$ cat src/rtl/ibex_rf_l2_port_sched.sv
// L2 register-SRAM port scheduler: serialises operand-A/B miss fills and buffered write-back
// drains onto one SRAM port. Define IBEX_RF_L2_PERF_EN to build the perf_* counters.
module ibex_rf_l2_port_sched #(
   parameter int unsigned DataWidth = 32,
   parameter int unsigned AddrWidth = 5,
   parameter int unsigned WBufDepth = 2
) (
   input  logic                 clk_i,
   input  logic                 rst_ni,
   input  logic                 rd_a_req_i,
   input  logic [AddrWidth-1:0] rd_a_addr_i,
   input  logic                 rd_b_req_i,
   input  logic [AddrWidth-1:0] rd_b_addr_i,
   input  logic                 wr_req_i,
   input  logic [AddrWidth-1:0] wr_addr_i,
   input  logic [DataWidth-1:0] wr_data_i,
   output logic                 wr_ready_o,
   output logic                 rd_valid_o,
   output logic [DataWidth-1:0] rd_a_data_o,
   output logic [DataWidth-1:0] rd_b_data_o,
   output logic                 stall_o,
   output logic [AddrWidth-1:0] sram_addr_o,
   output logic                 sram_we_o,
   output logic [DataWidth-1:0] sram_wdata_o,
   input  logic [DataWidth-1:0] sram_rdata_i,
   output logic [31:0]          perf_miss_o,
   output logic [31:0]          perf_fwd_o,
   output logic [31:0]          perf_stall_o
);

   localparam int unsigned PtrW = (WBufDepth > 1) ? $clog2(WBufDepth) : 1;
   localparam int unsigned CntW = $clog2(WBufDepth + 1);
   localparam logic [CntW-1:0] DepthCnt = CntW'(WBufDepth);
   localparam logic [PtrW-1:0] LastPtr  = PtrW'(WBufDepth - 1);

   typedef enum logic [1:0] {IDLE, RDB, CAP, RSP} state_e;

   state_e                 state_q, state_d;
   logic                   init_done_q;
   logic                   cap_b_q, cap_b_d;
   logic [DataWidth-1:0]   rd_a_q, rd_a_d, rd_b_q, rd_b_d;
   logic [PtrW-1:0]        head_q, head_d, tail_q, tail_d;
   logic [CntW-1:0]        cnt_q, cnt_d;
   logic [AddrWidth-1:0]   buf_addr_q [WBufDepth];
   logic [DataWidth-1:0]   buf_data_q [WBufDepth];

   logic                   wr_accept, enq, drain, buf_full, buf_empty;
   logic                   a_hit, b_hit, a_sram, b_sram, rd_any;
   logic [DataWidth-1:0]   a_fwd, b_fwd;
   logic                   idle_go, idle_rd_a, idle_rd_b, idle_fwd;
   logic                   cap_a_idle, cap_b_idle;

   function automatic logic [PtrW-1:0] ptr_inc(input logic [PtrW-1:0] p);
      return (p == LastPtr) ? '0 : p + 1'b1;
   endfunction

   assign buf_full   = (cnt_q == DepthCnt);
   assign buf_empty  = (cnt_q == '0);
   // Held low for the first cycle after reset release so every output reads 0 in reset.
   assign wr_ready_o = init_done_q & ~buf_full;
   assign wr_accept  = wr_req_i & wr_ready_o;
   assign enq        = wr_accept & (wr_addr_i != '0);

   // Newest-match search: walk entries oldest to newest so later hits override earlier ones.
   always_comb begin
      logic [PtrW-1:0] idx;
      // NOTE: every output of a combinational block gets a default first so no latch is inferred.
      a_hit = 1'b0;
      b_hit = 1'b0;
      a_fwd = '0;
      b_fwd = '0;
      idx   = head_q;
      for (int i = 0; i < int'(WBufDepth); i++) begin
         if (CntW'(i) < cnt_q) begin
            if (buf_addr_q[idx] == rd_a_addr_i) begin
               a_hit = 1'b1;
               a_fwd = buf_data_q[idx];
            end
            if (buf_addr_q[idx] == rd_b_addr_i) begin
               b_hit = 1'b1;
               b_fwd = buf_data_q[idx];
            end
         end
         idx = ptr_inc(idx);
      end
   end

   assign a_sram = rd_a_req_i & (rd_a_addr_i != '0) & ~a_hit;
   assign b_sram = rd_b_req_i & (rd_b_addr_i != '0) & ~b_hit;
   assign rd_any = rd_a_req_i | rd_b_req_i;

   // IDLE decision: a same-cycle write acceptance defers reads by one cycle for RAW ordering.
   assign idle_go    = (state_q == IDLE) & init_done_q & ~wr_accept & ~buf_full;
   assign idle_rd_a  = idle_go & a_sram;
   assign idle_rd_b  = idle_go & ~a_sram & b_sram;
   assign idle_fwd   = idle_go & ~a_sram & ~b_sram & rd_any;
   assign cap_a_idle = idle_go & rd_a_req_i & ~a_sram;
   assign cap_b_idle = idle_go & rd_b_req_i & ~b_sram;

   // FSM state register
   always_ff @(posedge clk_i or negedge rst_ni) begin
      if (!rst_ni) begin
         // NOTE: sequential state uses non-blocking assignments only.
         state_q     <= IDLE;
         init_done_q <= 1'b0;
      end else begin
         state_q     <= state_d;
         init_done_q <= 1'b1;
      end
   end

   // FSM next state
   always_comb begin
      state_d = state_q;
      unique case (state_q)
         IDLE: begin
            if (idle_rd_a)      state_d = b_sram ? RDB : CAP;
            else if (idle_rd_b) state_d = CAP;
            else if (idle_fwd)  state_d = RSP;
         end
         RDB:     state_d = CAP;
         CAP:     state_d = RSP;
         RSP:     state_d = IDLE;
         default: state_d = IDLE;
      endcase
   end

   // FSM outputs: the SRAM port carries a read address, a drain, or nothing
   always_comb begin
      drain        = 1'b0;
      rd_valid_o   = 1'b0;
      sram_addr_o  = '0;
      sram_we_o    = 1'b0;
      sram_wdata_o = '0;
      unique case (state_q)
         IDLE: begin
            if (idle_rd_a)      sram_addr_o = rd_a_addr_i;
            else if (idle_rd_b) sram_addr_o = rd_b_addr_i;
            drain = init_done_q & ~wr_accept & ~buf_empty & ~(idle_rd_a | idle_rd_b | idle_fwd);
         end
         RDB: sram_addr_o = rd_b_addr_i;
         CAP: drain = ~buf_empty;
         RSP: begin
            drain      = ~buf_empty;
            rd_valid_o = 1'b1;
         end
         default: ;
      endcase
      if (drain) begin
         sram_addr_o  = buf_addr_q[head_q];
         sram_we_o    = 1'b1;
         sram_wdata_o = buf_data_q[head_q];
      end
   end

   assign stall_o = (rd_any & ~rd_valid_o) | (wr_req_i & ~wr_ready_o);

   // Operand capture; cap_b_q records which operand the CAP cycle receives from the SRAM
   always_comb begin
      rd_a_d  = rd_a_q;
      rd_b_d  = rd_b_q;
      cap_b_d = cap_b_q;
      if (cap_a_idle) rd_a_d = a_fwd;
      if (cap_b_idle) rd_b_d = b_fwd;
      if (idle_rd_a | idle_rd_b) cap_b_d = idle_rd_b | b_sram;
      if (state_q == RDB) rd_a_d = sram_rdata_i;
      if (state_q == CAP) begin
         if (cap_b_q) rd_b_d = sram_rdata_i;
         else         rd_a_d = sram_rdata_i;
      end
   end

   always_comb begin
      head_d = drain ? ptr_inc(head_q) : head_q;
      tail_d = enq ? ptr_inc(tail_q) : tail_q;
      cnt_d  = cnt_q + CntW'(enq) - CntW'(drain);
   end

   always_ff @(posedge clk_i or negedge rst_ni) begin
      if (!rst_ni) begin
         rd_a_q  <= '0;
         rd_b_q  <= '0;
         cap_b_q <= 1'b0;
         head_q  <= '0;
         tail_q  <= '0;
         cnt_q   <= '0;
      end else begin
         rd_a_q  <= rd_a_d;
         rd_b_q  <= rd_b_d;
         cap_b_q <= cap_b_d;
         head_q  <= head_d;
         tail_q  <= tail_d;
         cnt_q   <= cnt_d;
      end
   end

   // NOTE: buffer storage carries no reset; cnt_q alone decides which entries are live.
   always_ff @(posedge clk_i) begin
      if (enq) begin
         buf_addr_q[tail_q] <= wr_addr_i;
         buf_data_q[tail_q] <= wr_data_i;
      end
   end

   assign rd_a_data_o = rd_a_q;
   assign rd_b_data_o = rd_b_q;

`ifdef IBEX_RF_L2_PERF_EN
   logic        sram_rd;
   logic [1:0]  fwd_inc;
   logic [31:0] perf_miss_q, perf_miss_d, perf_fwd_q, perf_fwd_d, perf_stall_q, perf_stall_d;

   function automatic logic [31:0] sat_add(input logic [31:0] v, input logic [1:0] inc);
      logic [32:0] sum;
      sum = {1'b0, v} + {31'b0, inc};
      return sum[32] ? '1 : sum[31:0];
   endfunction

   assign sram_rd = idle_rd_a | idle_rd_b | (state_q == RDB);
   assign fwd_inc = {1'b0, cap_a_idle & a_hit} + {1'b0, cap_b_idle & b_hit};

   always_comb begin
      perf_miss_d  = sat_add(perf_miss_q, {1'b0, sram_rd});
      perf_fwd_d   = sat_add(perf_fwd_q, fwd_inc);
      perf_stall_d = sat_add(perf_stall_q, {1'b0, stall_o});
   end

   always_ff @(posedge clk_i or negedge rst_ni) begin
      if (!rst_ni) begin
         perf_miss_q  <= '0;
         perf_fwd_q   <= '0;
         perf_stall_q <= '0;
      end else begin
         perf_miss_q  <= perf_miss_d;
         perf_fwd_q   <= perf_fwd_d;
         perf_stall_q <= perf_stall_d;
      end
   end

   assign perf_miss_o  = perf_miss_q;
   assign perf_fwd_o   = perf_fwd_q;
   assign perf_stall_o = perf_stall_q;
`else
   assign perf_miss_o  = '0;
   assign perf_fwd_o   = '0;
   assign perf_stall_o = '0;
`endif

endmodule

$ cat config.mk
export PLATFORM = sky130hd
export DESIGN_NAME = ibex_rf_l2_port_sched
export DESIGN_NICKNAME = d
export VERILOG_FILES = /design/src/rtl/ibex_rf_l2_port_sched.sv
export SDC_FILE = /design/constraint.sdc
export NUM_CORES = 1
export LEC_CHECK = 0
export BUFFER_PORTS_ARGS = -buffer_cell sky130_fd_sc_hd__clkbuf_2
export CAP_MARGIN = 10
export CORE_ASPECT_RATIO = 1.25
export CORE_UTILIZATION = 30
export DETAILED_ROUTE_END_ITERATION = 6
export PLACE_DENSITY = 0.49
export SLEW_MARGIN = 25
export SYNTH_ARGS = -nofsm -noshare
export SYNTH_HDL_FRONTEND = slang
export SYNTH_SLANG_ARGS = --single-unit
$ cat constraint.sdc
create_clock -name clk_i -period 5.5 [get_ports clk_i]
set_clock_uncertainty 0.2 [all_clocks]
set_input_delay 0 -clock clk_i [delete_from_list [all_inputs] [get_ports clk_i]]
set_output_delay 0 -clock clk_i [all_outputs]
set_load 0.005 [all_outputs]
==> results of run 1 <==
[per-stage QoR]
step / util / hold slack [ps] / instances / power (mW)
floorplan: - / -496 / 957 / 3.21
global placement: 0.340 / -412 / 1356 / 4.09
detailed placement: 0.340 / -410 / 1356 / 4.11
CTS: 0.386 / 73.5 / 1460 / 5.29
global route: 0.386 / 96.2 / 1460 / 5.60
finish: 0.386 / 63.4 / 1460 / 5.23
[registers in the layout, summed over array words and instances (netlist names)]
name and cells:
cnt_q 2, rd_b_data_o 32, head_q 1, init_done_q 1, state_q 2, buf_data_q 64
cap_b_q 1, buf_addr_q 10, rd_a_data_o 32, tail_q 1
[power by group]
part	leakage, nW	total (mW)	switching [mW]	internal [mW]
Combinational	2.81	2.31	1.34	0.970
Sequential	1.55	1.81	0.301	1.51
Clock	0.259	1.12	0.491	0.625
[final timing paths]
kind | start | end | slack, ps | cells after the start
min | rst_ni | rd_a_data_o[28] | 60 | 3
min reg2reg | tail_q | tail_q | 340 | 1
max reg2reg | head_q | rd_a_data_o[30] | 1700 | 8
min in group clk_i | rd_b_req_i | rd_b_data_o[13] | 90 | 4
max in group asynchronous | rst_ni | rd_b_data_o[15] | 4510 | 3
max | head_q | rd_a_data_o[30] | 1700 | 8
[cell usage after synthesis (5+ instances only)]
| library cell | number | area, µm² |
|---|---|---|
| a311oi_1 | 5 | 43.8 |
| a221oi_1 | 34 | 298 |
| buf_6 | 6 | 67.6 |
| a21oi_1 | 44 | 220 |
| nor2_1 | 85 | 319 |
| ha_1 | 6 | 75.1 |
| mux2i_1 | 38 | 380 |
| nor2b_1 | 36 | 225 |
| nor3_1 | 11 | 55.1 |
| buf_2 | 15 | 75.1 |
| buf_4 | 98 | 736 |
| edfxtp_1 | 74 | 2220 |
| inv_1 | 9 | 33.8 |
| xnor2_1 | 10 | 87.6 |
| a31oi_1 | 13 | 81.3 |
| nand2_1 | 84 | 315 |
| clkbuf_1 | 32 | 120 |
| a211oi_1 | 38 | 285 |
| xor2_1 | 15 | 131 |
| dfrtp_1 | 72 | 1800 |
| and3_1 | 16 | 100 |
| o21ai_0 | 17 | 85.1 |
| a22oi_1 | 17 | 128 |
| nand3_1 | 19 | 95.1 |
| o21a_1 | 17 | 128 |
[logic make-up after synthesis]
logic type / Yosys count / synth area share
adder cells (fa/ha/maj): 6 / 0.00878
flip-flops: 146 / 0.470
XOR/XNOR: 25 / 0.0256
buffers and inverters: 163 / 0.122
AO/OA/AOI/OAI: 205 / 0.169
AND/OR/NAND/NOR: 273 / 0.152
multiplexers: 42 / 0.0519
other: 2 / 0.000878
[worst min-delay path, stage by stage]
cell and delay (ps):
dlygate4sd3_1 520, buf_4 110, buf_6 560
[layout make-up]
| cell class | count | area (µm²) |
|---|---|---|
| clock inverter | 14 | 130 |
| multi-input combinational | 648 | 3910 |
| sequential | 146 | 4030 |
| tap | 350 | 438 |
| timing repair buffer | 275 | 1780 |
| fill | 2778 | 17100 |
| inverter | 9 | 33.8 |
| clock buffer | 18 | 429 |
[routing by layer]
layer  vias to the layer above  global-route usage
li1                       3388                   -
met1                      3466               0.230
met3                        37              0.0350
met2                       308               0.340
met5                         -                   0
met4                         0              0.0765
[repair_timing]
item,in CTS,in global routing
hold buffers,72,0
setup endpoints to repair,0,0
endpoints found under the hold margin,214,0
==> metrics.yaml, run 1 <==
rows: 68
worstPathCellList: "mux2i_1, xor2_1, nand3_1, nor2_2, o2111a_2, buf_4, a211oi_1, a21oi_1"
grtUsageTotal: 0.192
cts_setup_buffers: 0
cts_buffer_depth: 2
routed_wl_um: 27700
cts_buffers: 17
io_pins: 285
hpwl_um: 18300
start_util: 0.307
setup_violations: 0
min_path_type: "in2async"
worst_slack_ps: 1700
worst-endpoint-required_ps: 5650
worstSetupEndpointType: "flip-flop"
status: "complete, no violations"
dp_slack_ps: 1710
path_delay_family: "compound AO/OA/AOI/OAI gates"
antenna_found_initial: 0
fin_crit_sh: 0.690
crit_buf_inv: 1
avgViaCountPerCell: 4.93
synth.avg_cell_area_um2: 9.92
ctsResizeCount: 0
firstDrtPassIters: 6
worstPathArrival_ps: 3950
gp_congestion: 0.889
cp_max_fo: 41
setup-tns-final_ps: 0
clk_latency_ps: 440
drt-met1-wl_um: 11500
drv_slew: 0
cts_tree: "built"
syn_to_final_growth_pct: 25.7
irDropWorstVdd_v: 0.000344
num_vias: 7199
drive_gt1_frac: 0.239
synth_ff_type: "edfxtp_1"
cts_root_buf: "clkbuf_16"
clkTransAtPathRegs_ps: 60
wl_met2_um: 14200
max_stage_delay_ps: 910
cts.sinks: 146
synth_edf_count: 74
grt_setup_unrepaired: "no"
final_area_um2: 10800
wl_per_cell_um: 19.0
coreArea_um2: 27800
ant_nets: 0
hold_viol_final: 0
synth_cell_types: 57
final_cell_mix: "187 x clkbuf_2, 97 x conb_1, 84 x nor2_1, 83 x nand2_1, 74 x edfxtp_1"
diodes: 0
die_area_um2: 29200
slew_headroom: 0.341
timing.fmax_mhz: 263
io_buffers: 188
power.density_nw_per_um2: 486
postSynth.asyncResetShare: 0.493
nets: 1187
startpoint_type: "flip-flop"
grt_pass1_vias: 7149
leakage_nw: 4.62
syn_area_um2: 8550
ys_ff_latch: 146
yosysSeqAreaShare: 0.470
cap_violations: 0
final_common_cell: "clkbuf_2"
cpMaxStageDelayCell: "o2111a_2"
top_layer: "met4"
tightest_slew_ps: 984
grt_pass1_wl_um: 41600
die_x_um: 153
crit_type: "reg2reg"
drtIter0Drc: 410
dr_wl_met3_um: 1330
finalCriticalPeriod_ps: 3800
cts_max_level: 4
ys_warn_count: 0
grt.overflow.total: 0
grt_max_degree: 72
die_h_um: 191
drc_errors: 0
syn_inst: 862
placed_area_um2: 9470
Note: power is estimated with default switching activity, not from simulation.
==> run 2: changes to the inputs <==
==> constraint.sdc (replaced) <==
create_clock -name clk_i -period 3.72 [get_ports clk_i]
set_clock_uncertainty 0.2 [all_clocks]
set_input_delay 0 -clock clk_i [delete_from_list [all_inputs] [get_ports clk_i]]
set_output_delay 0 -clock clk_i [all_outputs]
set_load 0.005 [all_outputs]
==> run 2 against run 1 <==
Effect of this change: flip-flop and latch count is the same; wire length grew 1.5%; clock-buffer cell count is the same; critical endpoint is now sram_addr_o[0].
==> metrics.yaml, run 2 (same netlist as run 1, synthesis figures left out) <==
setup_violations: 0
wl_per_cell_um: 19.2
finalCriticalPeriod_ps: 3440
final_common_cell: "clkbuf_2"
ant_nets: 0
min_path_type: "in2reg"
timing.fmax_mhz: 291
placed_area_um2: 9590
max_flop_register: "buf_data_q"
num_vias: 7301
cts_max_level: 4
worstPathArrival_ps: 3240
cts.sinks: 146
setup-tns-final_ps: 0
fin_crit_sh: 0.924
coreArea_um2: 27800
hpwl_um: 18400
drv_slew: 0
die_area_um2: 29200
gp_congestion: 0.812
die_h_um: 191
cts_root_buf: "clkbuf_16"
die_x_um: 153
grt_pass1_vias: 7183
leakage_nw: 4.69
grtUsageTotal: 0.194
largest_register_ffs: 64
switchingPower_mw: 3.14
regToRegSetupSlack_ps: 730
drive_gt1_frac: 0.243
antenna_found_initial: 0
rows: 68
pwr-share-seq: 0.331
startpoint_type: "flip-flop"
grt_setup_unrepaired: "no"
slew_headroom: 0.398
cts_setup_buffers: 0
combPwrFrac: 0.453
tightest_slew_ps: 903
crit_start: "head_q"
drtIter0Drc: 414
worst-endpoint-required_ps: 3520
cp_max_fo: 12
timing.rr.end: "rd_b_data_o[24]"
hold_viol_final: 0
start_util: 0.307
p_clk_frac: 0.216
diodes: 0
worst_hold_slack_ps: 25.0
cts_tree: "built"
nets: 1193
routed_wl_um: 28100
crit_type: "reg2out"
worstSetupEndpointType: "primary output"
status: "complete, no violations"
reg2reg_depth: 8
io_pins: 285
ctsResizeCount: 0
power.density_nw_per_um2: 718
firstDrtPassIters: 5
final_cell_mix: "187 x clkbuf_2, 97 x conb_1, 84 x nor2_1, 83 x nand2_1, 74 x edfxtp_1"
grt_max_degree: 65
clkTransAtPathRegs_ps: 60
avgViaCountPerCell: 4.98
irDropWorstVdd_v: 0.000395
syn_to_final_growth_pct: 27.6
grt.overflow.total: 0
r2r-start: "head_q"
cts_buffer_depth: 2
final_area_um2: 10900
crit_end: "sram_addr_o[0]"
switching_share: 0.400
grt_pass1_wl_um: 42000
internal-power_mw: 4.70
drc_errors: 0
clk_latency_ps: 440
io_buffers: 188
cap_violations: 0
cts_buffers: 17
## run 2: per-layer routing
metal	vias up	share of wire	GRT usage
met5	-	0	0
met4	0	0.020	0.0664
met3	35	0.051	0.0402
met2	302	0.52	0.350
met1	3555	0.41	0.226
li1	3409	-	-
## run 2: worst min path at each step
stage | slack (ps) | depth (start not counted) | to | start
2_1_floorplan | -500 | 0 | cap_b_q | rst_ni
6_report | 30 | 5 | state_q[0] | rd_b_req_i
4_1_cts | 20 | 4 | rd_a_data_o[23] | rd_a_req_i
3_3_place_gp | -100 | 1 | head_q | rst_ni
5_1_grt | 30 | 4 | rd_a_data_o[23] | rd_a_req_i
3_5_place_dp | -100 | 1 | head_q | rst_ni
## run 2: per-stage QoR
step           setup WS [ps]  std cells   util  power [mW]
6_report                 281       1466  0.392        7.84
5_1_grt                 87.9       1466  0.392        8.36
4_1_cts                  366       1466  0.392        7.92
3_5_place_dp             771       1361  0.345        6.13
3_3_place_gp             749       1361  0.345        6.11
2_1_floorplan            356        957      -        4.75
## run 2: repair_timing
item                                    CTS  global route
hold buffers                             73             0
hold endpoints to repair                187             0
endpoints found under the setup margin    0             0
## run 2: layout make-up
| class | count | area (µm²) |
|---|---|---|
| clock buffers | 18 | 429 |
| clock inverters | 14 | 141 |
| well taps | 350 | 438 |
| fillers | 2747 | 16900 |
| inverters | 9 | 33.8 |
| repair buffers | 281 | 1930 |
| flip-flops and latches | 146 | 4030 |
| multi-input cells | 648 | 3910 |
## run 2: power groups by stage
stage	clock (mW)	sequential (mW)	combinational, mW
after floorplan	0	2.53	2.22
after global placement	0	2.62	3.48
after detailed placement	0	2.63	3.50
after CTS	1.74	2.60	3.58
after global routing	1.81	2.65	3.91
final	1.69	2.59	3.55
## run 2: critical path, cell delays in order, from the launching register on
cell and delay [ps]:
dfrtp_4 560, mux2i_1 480, xnor2_1 180, nor4_4 330, a21o_2 270, or2_1 320
a311oi_1 160, a211oi_1 330, clkbuf_2 180
